===== src/rtl/memory_arbiter_pkg.sv =====
// Shared port identifiers and the tag type for the memory arbiter.
// The tag records which requester a read belongs to while it is in flight.
package memory_arbiter_pkg;
  typedef logic port_tag_t;
  localparam port_tag_t PORT_CPU = 1'b0;
  localparam port_tag_t PORT_DMA = 1'b1;
endpackage


===== src/rtl/memory_arbiter_rr_arb2.sv =====
// Two-way round-robin arbiter with a last-grant pointer.
// Grants are forced off while reset is held.
module rr_arb2 (
  input  logic       CLK,
  input  logic       RSTb,
  input  logic [1:0] req,
  output logic [1:0] gnt
);
  import memory_arbiter_pkg::*;

  port_tag_t r_last;

  always_comb begin
    gnt = 2'b00;
    if (RSTb) begin
      case (req)
        2'b01:   gnt = 2'b01;
        2'b10:   gnt = 2'b10;
        2'b11:   gnt = (r_last == PORT_CPU) ? 2'b10 : 2'b01;
        default: gnt = 2'b00;
      endcase
    end
  end

  // Pointing at DMA after reset hands the first tie to the CPU.
  always_ff @(posedge CLK) begin
    if (!RSTb)       r_last <= PORT_DMA;
    else if (gnt[1]) r_last <= PORT_DMA;
    else if (gnt[0]) r_last <= PORT_CPU;
  end
endmodule


===== src/rtl/memory_arbiter.sv =====
// Two-port front end for a single-port synchronous RAM: arbitrates, registers
// the winning access onto the RAM bus and returns read data with a valid pulse.
module memory_arbiter #(
  parameter int BITS         = 16,
  parameter int ADDRESS_BITS = 16
) (
  input  logic                    CLK,
  input  logic                    RSTb,
  input  logic                    REQ0,
  input  logic                    WR0,
  input  logic [ADDRESS_BITS-1:0] ADDR0,
  input  logic [BITS-1:0]         WDATA0,
  output logic                    GNT0,
  output logic                    RVALID0,
  output logic [BITS-1:0]         RDATA0,
  input  logic                    REQ1,
  input  logic                    WR1,
  input  logic [ADDRESS_BITS-1:0] ADDR1,
  input  logic [BITS-1:0]         WDATA1,
  output logic                    GNT1,
  output logic                    RVALID1,
  output logic [BITS-1:0]         RDATA1,
  output logic [ADDRESS_BITS-1:0] MEM_ADDRESS,
  output logic [BITS-1:0]         MEM_DATA_IN,
  output logic                    MEM_WRb,
  input  logic [BITS-1:0]         MEM_DATA_OUT
);
  import memory_arbiter_pkg::*;

  logic [1:0]              w_gnt;
  logic                    w_any;
  port_tag_t               w_sel;
  logic                    w_wr;
  logic [ADDRESS_BITS-1:0] w_addr;
  logic [BITS-1:0]         w_wdata;

  logic [ADDRESS_BITS-1:0] r_mem_addr;
  logic [BITS-1:0]         r_mem_din;
  logic                    r_mem_wrb;
  logic                    r_s1_vld;
  port_tag_t               r_s1_tag;
  logic                    r_s2_vld;
  port_tag_t               r_s2_tag;

  rr_arb2 u_arb (
    .CLK  (CLK),
    .RSTb (RSTb),
    .req  ({REQ1, REQ0}),
    .gnt  (w_gnt)
  );

  assign GNT0  = w_gnt[0];
  assign GNT1  = w_gnt[1];
  assign w_any = |w_gnt;
  assign w_sel = w_gnt[1] ? PORT_DMA : PORT_CPU;

  assign w_wr    = (w_sel == PORT_DMA) ? WR1    : WR0;
  assign w_addr  = (w_sel == PORT_DMA) ? ADDR1  : ADDR0;
  assign w_wdata = (w_sel == PORT_DMA) ? WDATA1 : WDATA0;

  // Address/data hold when idle; only the write strobe is forced inactive.
  always_ff @(posedge CLK) begin
    if (!RSTb) begin
      r_mem_addr <= '0;
      r_mem_din  <= '0;
      r_mem_wrb  <= 1'b1;
      r_s1_vld   <= 1'b0;
      r_s1_tag   <= PORT_CPU;
      r_s2_vld   <= 1'b0;
      r_s2_tag   <= PORT_CPU;
    end else begin
      if (w_any) begin
        r_mem_addr <= w_addr;
        r_mem_din  <= w_wdata;
        r_mem_wrb  <= ~w_wr;
      end else begin
        r_mem_wrb  <= 1'b1;
      end
      r_s1_vld <= w_any & ~w_wr;
      r_s1_tag <= w_sel;
      r_s2_vld <= r_s1_vld;
      r_s2_tag <= r_s1_tag;
    end
  end

  assign MEM_ADDRESS = r_mem_addr;
  assign MEM_DATA_IN = r_mem_din;
  assign MEM_WRb     = r_mem_wrb;

  // RAM output register lines up with stage 2, so data passes straight through.
  assign RVALID0 = r_s2_vld & (r_s2_tag == PORT_CPU);
  assign RVALID1 = r_s2_vld & (r_s2_tag == PORT_DMA);
  assign RDATA0  = MEM_DATA_OUT;
  assign RDATA1  = MEM_DATA_OUT;
endmodule


===== config.mk =====
export PLATFORM = sky130hd
export DESIGN_NAME = memory_arbiter
export DESIGN_NICKNAME = d
export VERILOG_FILES = /design/src/rtl/memory_arbiter_pkg.sv /design/src/rtl/memory_arbiter_rr_arb2.sv /design/src/rtl/memory_arbiter.sv
export SDC_FILE = /design/constraint.sdc
export NUM_CORES = 1
export LEC_CHECK = 0
export CAP_MARGIN = 20
export CELL_PAD_IN_SITES_DETAIL_PLACEMENT = 1
export CELL_PAD_IN_SITES_GLOBAL_PLACEMENT = 1
export CORE_UTILIZATION = 24
export CTS_CLUSTER_DIAMETER = 40
export DETAILED_ROUTE_END_ITERATION = 6
export PLACE_DENSITY = 0.88
export SYNTH_ARGS = -nofsm -noshare
export SYNTH_HDL_FRONTEND = slang
export SYNTH_SLANG_ARGS = --single-unit

===== constraint.sdc =====
create_clock -name CLK -period 1.43 [get_ports CLK]
set_input_delay 0.286 -clock CLK [delete_from_list [all_inputs] [get_ports CLK]]
set_output_delay 0.286 -clock CLK [all_outputs]
set_load 0.1 [all_outputs]

======== Yosys cells after proc, flatten, opt, wreduce, memory -nomap -nowiden ========
Index checks and enable logic that the tools add are counted.
word-level totals
  register bits ........................... 38
  bits in latches ......................... 0
  memory bits (writable) .................. 0
  bits in read-only memories .............. 0
  input port bits ......................... 86
  output and inout bits ................... 69
  memories ................................ 0
operators by class
  $add $sub $neg .......................... 0
  $mul .................................... 0
  div/mod/pow operators ................... 0
  magnitude comparators ................... 0
  equality and inequality tests ........... 3
  shift operators ......................... 0
  multiplexer cells ....................... 7
  bitwise operators ....................... 6
  reductions and logical operators ........ 3
operators by type and width
  kind                                                              count
  16-bit 2-to-1 mux                                                 2
  2-bit case mux with 3 select lines                                1
  2-bit == test (second input constant)                             2
  2-bit 2-to-1 mux                                                  2
  2-bit OR reduction                                                2
  1-bit bitwise AND                                                 3
  1-bit NOT                                                         3
  2-bit by 1-bit == test with 1-bit output (second input constant)  1
  1-bit 2-to-1 mux                                                  2
  2-bit AND reduction                                               1

======== Depth between registers and ports, before layout ========
Gate-level depths: netlist of the first run.
  depth after elaboration ................. 7
  depth in mapped cells ................... 5

======== Cells and area by module ========
From an unflattened synthesis of the first run, not the netlist that was laid out.
second synthesis, totals
  cells, all modules ...................... 198
  area, all modules ....................... 2209.6 sq um
by module, submodules not included
  module          times used  cells each  area each (sq um)
  memory_arbiter  1           191         2157.1
  rr_arb2         1           7           52.6

======== Worst setup path before layout of the first run ========
Ideal clock, no wire load.
  kind .................................... flip-flop to output port
  start point ............................. register r_s2_vld
  end point ............................... output RVALID0
  arrival ................................. 1.651 ns
  path slack .............................. -0.507 ns
  cell stages (with the launch flop) ...... 2
  path buffers ............................ 0
  path through ............................ dfxtp_1 -> nor2b_1
between the ends
  longest elaborated chain between the ends .. 1
ends and longest elaborated chain
  element                   RTL line              text
  start: declaration        memory_arbiter.sv:42  logic r_s2_vld;
  start signal: assignment  memory_arbiter.sv:81  r_s2_vld <= r_s1_vld;
  1-bit bitwise AND         memory_arbiter.sv:91  assign RVALID0 = r_s2_vld & (r_s2_tag == PORT_CPU);
  end: declaration          memory_arbiter.sv:14  output logic RVALID0,
Every way passes these cells.

======== Final worst setup path of the first run ========
  start point ............................. register u_arb.r_last
  end point ............................... output GNT0
between the ends
  longest elaborated chain between the ends .. 3
ends and longest elaborated chain
  element                             RTL line                      text
  start: declaration                  memory_arbiter_rr_arb2.sv:11  port_tag_t r_last;
  start signal: assignment            memory_arbiter_rr_arb2.sv:27  if (!RSTb) r_last <= PORT_DMA;
  start signal: assignment            memory_arbiter_rr_arb2.sv:28  else if (gnt[1]) r_last <= PORT_DMA;
  start signal: assignment            memory_arbiter_rr_arb2.sv:29  else if (gnt[0]) r_last <= PORT_CPU;
  2-bit 2-to-1 mux                    memory_arbiter_rr_arb2.sv:19  2'b11: gnt = (r_last == PORT_CPU) ? 2'b10 : 2'b01;
  2-bit case mux with 3 select lines  memory_arbiter_rr_arb2.sv:16  case (req)
  2-bit 2-to-1 mux                    memory_arbiter_rr_arb2.sv:15  if (RSTb) begin
  end: declaration                    memory_arbiter.sv:13          output logic GNT0,
Every way passes these cells.

==> flow_summary.toml, run 1 <==
[outcome]
status = "complete, but fails checks"
violations = "DRC"

[setup_path]
start_kind = "register"
crit_chain = "nand2b_4, nand3_4, clkinvlp_4, buf_12"
critPathBufInv = 2
crit_type = "register to primary output"
critical_path_peak_fanout = 3
crit_family = "flip-flops"
reg2reg_from = "u_arb.r_last"
required_ns = 1.14
end_kind = "primary output"
max_stage_delay_ns = 0.33
r2r_slack_ns = 0.15
crit_path_top_delay_cell = "dfxtp_2"
worstSetupStartpoint = "u_arb.r_last"
critical_path_arrival_ns = 1.12

[timing]
rsz0062_at_grt = "yes"
max_freq_mhz = 712
drv_slew = 0
finalCritPeriodShare_pct = 98.1
worst_slew_pin_slew_ns = 0.286
setup_violations = 0
fin_crit_ns = 1.40
relSlewSlack_pct = 81.0
timing.final.hold_violations = 0
finalClockSkew_ns = 0.00373

[cells_and_area]
fin_nets = 402
layout_commonest_cell = "clkdlybuf4s50_1"
drive_gt1_share_pct = 35.0
area_growth_pct = 66.6
nFillCells = 961
finish.instance_area_sq_mm = 0.00368
mostFrequentLayoutCells = "clkdlybuf4s50_1 (66), buf_12 (39), dfxtp_1 (37)"
antenna_cells = 0

[power]
p_comb_share_pct = 42.0
swShare_pct = 38.4
design_power_total_mw = 3.45
clkPwrFrac_pct = 22.4
power_switching_mw = 1.32
p_int_mw = 2.12
cellPowerDensity_mw_per_mm2 = 938
irDropWorstVdd_v = 0.000374
p_leak_nw = 1.54
p_seq_share_pct = 35.7

[logic_synthesis]
yosysTopAreaCellShare_pct = 34.5
syn_inst = 236
netlist_area_sq_mm = 0.00221
synth_seq_area_share_pct = 34.5
yosysWarnings = 0
netlist_top_cells_area = "dfxtp_1 (34%), o211ai_2 (16%), buf_4 (12%), o2111ai_1 (9.5%), inv_1 (6.0%)"
syn_nets = 322
yosys_register_bits = 38
avgSynthCellArea_sq_um = 9.35
synth_top_cell_by_area = "dfxtp_1"
synth_cell_types = 20

[floorplanning]
core_sq_mm = 0.00881
die-width_um = 97.9
io_pins = 155
start_util_pct = 25.1
rows = 34
fp.dieH_um = 97.9
die_area_sq_mm = 0.00958

[min_path]
hp-start = "r_s1_tag"
holdCritPathClass = "register to register"

[drt]
viasPerCell = 4.72
ant_nets = 0
drtIter0Drc = 70
routed_wl_um = 6930
drt_first_pass_iters = 7
wire_per_inst_um = 16.3
drc_errors = 10
num_vias = 2006

[placement]
gp_congestion = 0.685
hpwl_um = 5330
io_buffers = 106
place_area_sq_mm = 0.00353

[clock_network]
clkSlewWorstSetupHoldPaths_ns = 0.08
hold_buffers = 0
cts.path.max_buffers = 2
root_buffer = "clkbuf_8"
cts_inserted_buffers = 5
cts_tree = "yes"
clock_sinks = 38
clk_latency_ns = 0.29
htreeDepth = 2

[global_routing]
grt_max_degree = 19
grt_pass1_wl_um = 11200
grt_overflow = 0
antenna_found_initial = 0
grt_use_total_pct = 14.8
grt_pass1_vias = 2291

[job]
cap_violations = 0
==> kinds of logic (layout without fill, tap and decap cells) <==
group	Yosys count	after routing	synth area share (%)
buffers and inverters	89	170	23.6
flip-flops	38	38	34.5
AO/OA/AOI/OAI	66	66	32.8
AND/OR/NAND/NOR	43	43	9.07
==> power by group through the flow <==
stage,logic [mW],registers [mW],clock network (mW)
4_1_cts,1.46,1.23,0.826
3_3_place_gp,1.41,1.25,0
2_1_floorplan,0.711,1.75,0
5_1_grt,1.50,1.24,0.853
3_5_place_dp,1.44,1.26,0
6_report,1.45,1.23,0.772
==> routing by layer <==
metal / vias up / GRT usage (%) / share of wire (%)
met5: - / 0 / 0
met1: 968 / 14.4 / 37
met4: 0 / 5.13 / 0.98
met2: 76 / 29.5 / 55
li1: 952 / - / -
met3: 10 / 3.87 / 6.7
==> worst reg2reg max path, cell delays in order, from the launching register on <==
cell	delay, ns
dfxtp_2	0.33
nand2_1	0.07
nand3_2	0.11
buf_4	0.16
buf_4	0.13
buf_4	0.21
o211ai_1	0.20
==> flip-flops by register name (all words and copies together) (netlist names) <==
| register | count |
|---|---|
| r_s1_vld | 1 |
| r_s2_vld | 1 |
| u_arb.r_last | 1 |
| MEM_DATA_IN | 16 |
| MEM_WRb | 1 |
| r_s1_tag | 1 |
| r_s2_tag | 1 |
| MEM_ADDRESS | 16 |
==> worst paths after layout <==
kind                                         to  depth (start not counted)
worst max-delay path                       GNT0                          4
worst min register to register         r_s2_tag                          1
worst min-delay path                   r_s2_tag                          1
worst max register to register  MEM_DATA_IN[13]                          6
==> area by class of cell <==
| class | instances | area [sq um] | area share, % |
|---|---|---|---|
| clock inverter | 1 | 5.00 | 0.136 |
| sequential | 38 | 762 | 20.7 |
| multi-input combinational | 109 | 947 | 25.8 |
| clock buffer | 7 | 86.3 | 2.35 |
| inverter | 36 | 143 | 3.88 |
| timing repair buffer | 126 | 1600 | 43.5 |
| tap | 108 | 135 | 3.67 |
==> cell usage after synthesis <==
cell type	count
dfxtp_1	38
inv_1	35
buf_4	34
nand2_1	33
o211ai_2	28
o2111ai_1	24
o2111ai_2	8
buf_6	7
buf_2	6
clkbuf_1	6
o211ai_1	4
and2_1	3
nand2b_1	2
nand3_1	2
a22oi_1	1
inv_2	1
nand3_2	1
nor2b_1	1
nor3b_4	1
o22ai_1	1
==> timing repair <==
| item | CTS | global route |
|---|---|---|
| setup endpoints to repair | 2 | 2 |
| buffers inserted | 4 | 2 |
| pin swaps | 1 | 0 |
| gates resized for setup | 3 | 0 |
==> through the flow <==
stage | setup TNS (ns) | cells | utilization (%) | hold slack [ns] | worst slack, ns
floorplan | 0 | 236 | - | 0.380 | 0.00487
global placement | -3.92 | 411 | 40.1 | 0.415 | -0.189
detailed placement | -5.16 | 411 | 40.1 | 0.428 | -0.210
CTS | 0 | 423 | 41.6 | 0.448 | 0.0119
global route | -0.0420 | 425 | 41.8 | 0.464 | -0.0254
finish | 0 | 425 | 41.8 | 0.444 | 0.0265
(Power assumes the default switching activity.)
==> inputs of run 2 (changes only) <==
==> constraint.sdc (replaced) <==
create_clock -name CLK -period 1.43 [get_ports CLK]
set_input_delay 0.2145 -clock CLK [delete_from_list [all_inputs] [get_ports CLK]]
set_output_delay 0.2145 -clock CLK [all_outputs]
set_load 0.1 [all_outputs]
==> flow_summary.toml, run 2 (same netlist as run 1, synthesis figures left out) <==
[outcome]
status = "complete, but fails checks"
violations = "DRC"

[timing]
hold_ws_ns = 0.194
drv_slew = 0
rsz0062_at_grt = "no"
fin_crit_ns = 1.35
timing.final.hold_violations = 0
setup_slack_ns = 0.0837
finalClockSkew_ns = 0.00158
setup_violations = 0
finalCritPeriodShare_pct = 94.2
worst_slew_pin_slew_ns = 0.281
max_freq_mhz = 743
relSlewSlack_pct = 81.2

[global_routing]
grt_pass1_wl_um = 10800
grt_use_total_pct = 14.2
grt_overflow = 0
antenna_found_initial = 0
grt_pass1_vias = 2178
grt_max_degree = 33

[clock_network]
cts_tree = "yes"
clock_sinks = 38
htreeDepth = 2
root_buffer = "clkbuf_8"
hold_buffers = 0
clkSlewWorstSetupHoldPaths_ns = 0.08
clk_latency_ns = 0.29
cts.path.max_buffers = 2
cts_inserted_buffers = 5

[placement]
place_ws_ns = -0.120
hpwl_um = 5130
io_buffers = 106
gp_congestion = 0.666

[drt]
num_vias = 1951
viasPerCell = 4.66
wire_per_inst_um = 15.8
drt_first_pass_iters = 6
drtIter0Drc = 56
routed_wl_um = 6620
drc_errors = 10
ant_nets = 0

[floorplanning]
rows = 34
core_sq_mm = 0.00881
fp.dieH_um = 97.9
die-width_um = 97.9
io_pins = 155
die_area_sq_mm = 0.00958
start_util_pct = 25.1

[power]
swShare_pct = 38.4
cellPowerDensity_mw_per_mm2 = 942
p_leak_nw = 1.52
irDropWorstVdd_v = 0.000393
power_switching_mw = 1.32
p_seq_share_pct = 35.8
clkPwrFrac_pct = 22.6
design_power_total_mw = 3.44
p_int_mw = 2.12
p_comb_share_pct = 41.5

[cells_and_area]
fin_nets = 396
layout_commonest_cell = "clkdlybuf4s50_1"
drive_gt1_share_pct = 33.8
antenna_cells = 0
area_growth_pct = 65.1
mostFrequentLayoutCells = "clkdlybuf4s50_1 (66), buf_12 (40), dfxtp_1 (37)"
nFillCells = 957

[setup_path]
critical_path_peak_fanout = 4
critical_path_arrival_ns = 1.13
required_ns = 1.22
crit_chain = "nand2b_4, nand3_4, clkinvlp_4, buf_12"
crit_path_top_delay_cell = "dfxtp_2"
crit_type = "register to primary output"
end_kind = "primary output"
max_stage_delay_ns = 0.34
start_kind = "register"

[min_path]
holdCritPathClass = "input port to register"

[job]
cap_violations = 0
run 2: cell types whose count changed in the layout (fill, tap and decap cells not counted):
cell and change:
buf_4 -7, buf_12 +1
run 2: path summary, 6_finish.rpt:
| check | from | endpoint | slack, ns | depth (start not counted) |
|---|---|---|---|---|
| setup / recovery | u_arb.r_last | GNT0 | 0.08 | 4 |
| hold / removal | RSTb | u_arb.r_last | 0.19 | 2 |
| hold reg to reg | r_s1_vld | r_s2_vld | 0.44 | 1 |
| setup reg to reg | u_arb.r_last | r_s1_vld | 0.31 | 4 |
run 2: per-layer routing:
metal  part of all wire (%)  global-route usage (%)
met2                     55                    27.4
met1                     37                    14.5
met3                    7.6                    4.72
met5                      0                       0
met4                    1.1                    3.85
run 2: cell type report:
class                      instances  area, sq um  area share [%]
sequential                        38          762            20.9
clock buffer                       7         86.3            2.37
timing repair buffer             120         1570            43.0
tap                              108          135            3.71
multi-input combinational        109          947            26.0
clock inverter                     1         5.00           0.137
inverter                          36          143            3.91
run 2: per-stage QoR:
| stage | std cells | setup TNS (ns) | cell area (sq um) | util, % |
|---|---|---|---|---|
| floorplan | 236 | 0 | 2230 | - |
| global placement | 410 | -1.31 | 3540 | 40.2 |
| detailed placement | 410 | -2.19 | 3540 | 40.2 |
| CTS | 419 | 0 | 3640 | 41.4 |
| global route | 419 | 0 | 3640 | 41.4 |
| finish | 419 | 0 | 3640 | 41.4 |
run 2: power groups by stage:
stage	sequential (mW)	clock (mW)	combinational, mW
floorplan	1.75	0	0.711
global placement	1.25	0	1.42
detailed placement	1.26	0	1.43
CTS	1.23	0.822	1.44
global route	1.24	0.851	1.48
finish	1.23	0.778	1.43
run 2: what timing repair did:
action / CTS / global route
gates resized for setup: 3 / 0
setup buffers: 1 / 0
endpoints found under the setup margin: 2 / 0
run 2: worst max-delay path: cells and delay by family (launching register included):
family	cells	cell delay (ns)
buffers and inverters	2	0.28
flip-flops	1	0.34
AND/OR/NAND/NOR	2	0.22
==> variant (config.mk and constraints of run 2) <==
Change the parameter `ADDRESS_BITS` from 16 to 17.
--- a/src/rtl/memory_arbiter.sv
+++ b/src/rtl/memory_arbiter.sv
@@ -4,3 +4,3 @@
   parameter int BITS         = 16,
-  parameter int ADDRESS_BITS = 16
+  parameter int ADDRESS_BITS = 17
 ) (
Ports: changed (resized ADDR0, ADDR1 and MEM_ADDRESS); port bits go from 155 to 158. No check against the original RTL was run, so the function may have changed too.
==> variant against run 2 <==
Wire length rose by 0.24%. Cell area fell by 2.8%. Sequential cell count rose by 1. Power fell by 1.7%. Area after synthesis fell by 7.7%. Hold slack improved by 220 ps. Setup slack got worse by 6.1 ps. Cell count rose by 1.4%. Die area fell by 7.6%. Fmax fell by 0.45%. Largest power group unchanged. Highest routed layer unchanged.
==> variant: results (changes against run 2) <==
status finished clean (was finished, violations left); Cell Area, Placed 3450 sq um (was 3540 sq um); ratio of cells with drive above 1 in the final layout 0.219 (was 0.338); PortBufs 109 (was 106); GP Congestion 0.672 (was 0.666); Initial DRC Count 65 (was 56); global routing usage on met3 0.0526 (was 0.0472); Top Layer Used met4 (unchanged); PD cells 953 nW/um^2 (was 942 nW/um^2); hold path depth 4 (was 2); clock skew 3.24 ps (was 1.58 ps); DRT Pass-1 Iters 4 (was 6); Worst Hold Class input pin to flop (unchanged); detailed placer's ending HPWL 5080 um (was 5130 um); CTS Buffer Depth 2 (unchanged); worst-margin pin slew 341 ps (was 281 ps); first-pass GRT wire length 10800 um (about the same); Max Transition Viols Final 0 (unchanged); clock-pin transition on the worst setup and hold timing paths approximately 70 ps; Synth async-reset ratio 0 (unchanged); met1 Use GR 0.175 (was 0.145); Compound-Gate Fraction of Synth Area 0.270 (was 0.328); final WL 6630 um (was 6620 um); Place WS -240 ps (was -120 ps); post-CTS setup buffers 2 (was 1); Seq/Total Area, Yosys 0.383 (was 0.345); clock latency on the worst-skew pair 280 ps; VDD IR-drop max 0.412 mV (was 0.393 mV); vias per cell 4.83 (was 4.66); nets@finish 409 (was 396); Pint 2.08 mW (was 2.12 mW); met1 wire length 2680 um (was 2430 um); largest net degree at the start of global routing 26 (was 33); Max stage delay on crit path 350 ps; Avg Cell Area, Syn 8.45 sq um (was 9.35 sq um); Total GRT Usage 0.159 (was 0.142); Inst Count DP 417 (was 410); Met3 Wirelength 533 um (was 503 um); Met2 Wirelength 3330 um (was 3610 um); Post-Syn Nets 329 (was 322); Initial Util 0.248 (was 0.251); LEAKAGE 1.40 nW (was 1.52 nW); sequential share of power 0.373 (was 0.358); vias in the first global route 2187 (was 2178); Cell variety after synth 19 (was 20); met2 usage 0.283 (was 0.274); clock network power share 0.204 (was 0.226); post-CTS sizing 5 (was 3); dominant cells by area after synthesis dfxtp_1 38%, o2111ai_1 14%, o211ai_1 12%, buf_4 12%, inv_1 6.3% (was dfxtp_1 34%, o211ai_2 16%, buf_4 12%, o2111ai_1 9.5%, inv_1 6.0%); Layout Cells excl Fill 425 (was 419); adder-cell area share of the yosys netlist 0 (unchanged); commonest cells in the netlist 39 x dfxtp_1, 34 x inv_1, 34 x nand2_1 (was 38 x dfxtp_1, 35 x inv_1, 34 x buf_4)
variant: path summary, 6_finish.rpt:
check	from	to	slack [ps]
worst max-delay path	u_arb.r_last	GNT0	80
worst min register to register	r_s1_vld	r_s2_vld	440
worst min-delay path	REQ1	u_arb.r_last	420
worst max register to register	u_arb.r_last	MEM_DATA_IN[2]	370
variant: through the flow:
stage	setup TNS (ps)	utilization
floorplan	0	-
global placement	-5760	0.420
detailed placement	-6790	0.420
CTS	0	0.431
global route	0	0.431
finish	0	0.431
variant: area by class of cell:
| class | instances | area, sq um |
|---|---|---|
| tap | 105 | 131 |
| sequential | 39 | 782 |
| timing repair buffer | 126 | 1640 |
| multi-input combinational | 112 | 777 |
| clock buffer | 6 | 72.6 |
| fill | 902 | 4670 |
| inverter | 37 | 144 |
variant: worst reg2reg max path: stages, from the launching register on:
cell and delay (ps):
dfxtp_2 350, nand2_1 70, nand3_2 120, buf_4 270, o211ai_1 130
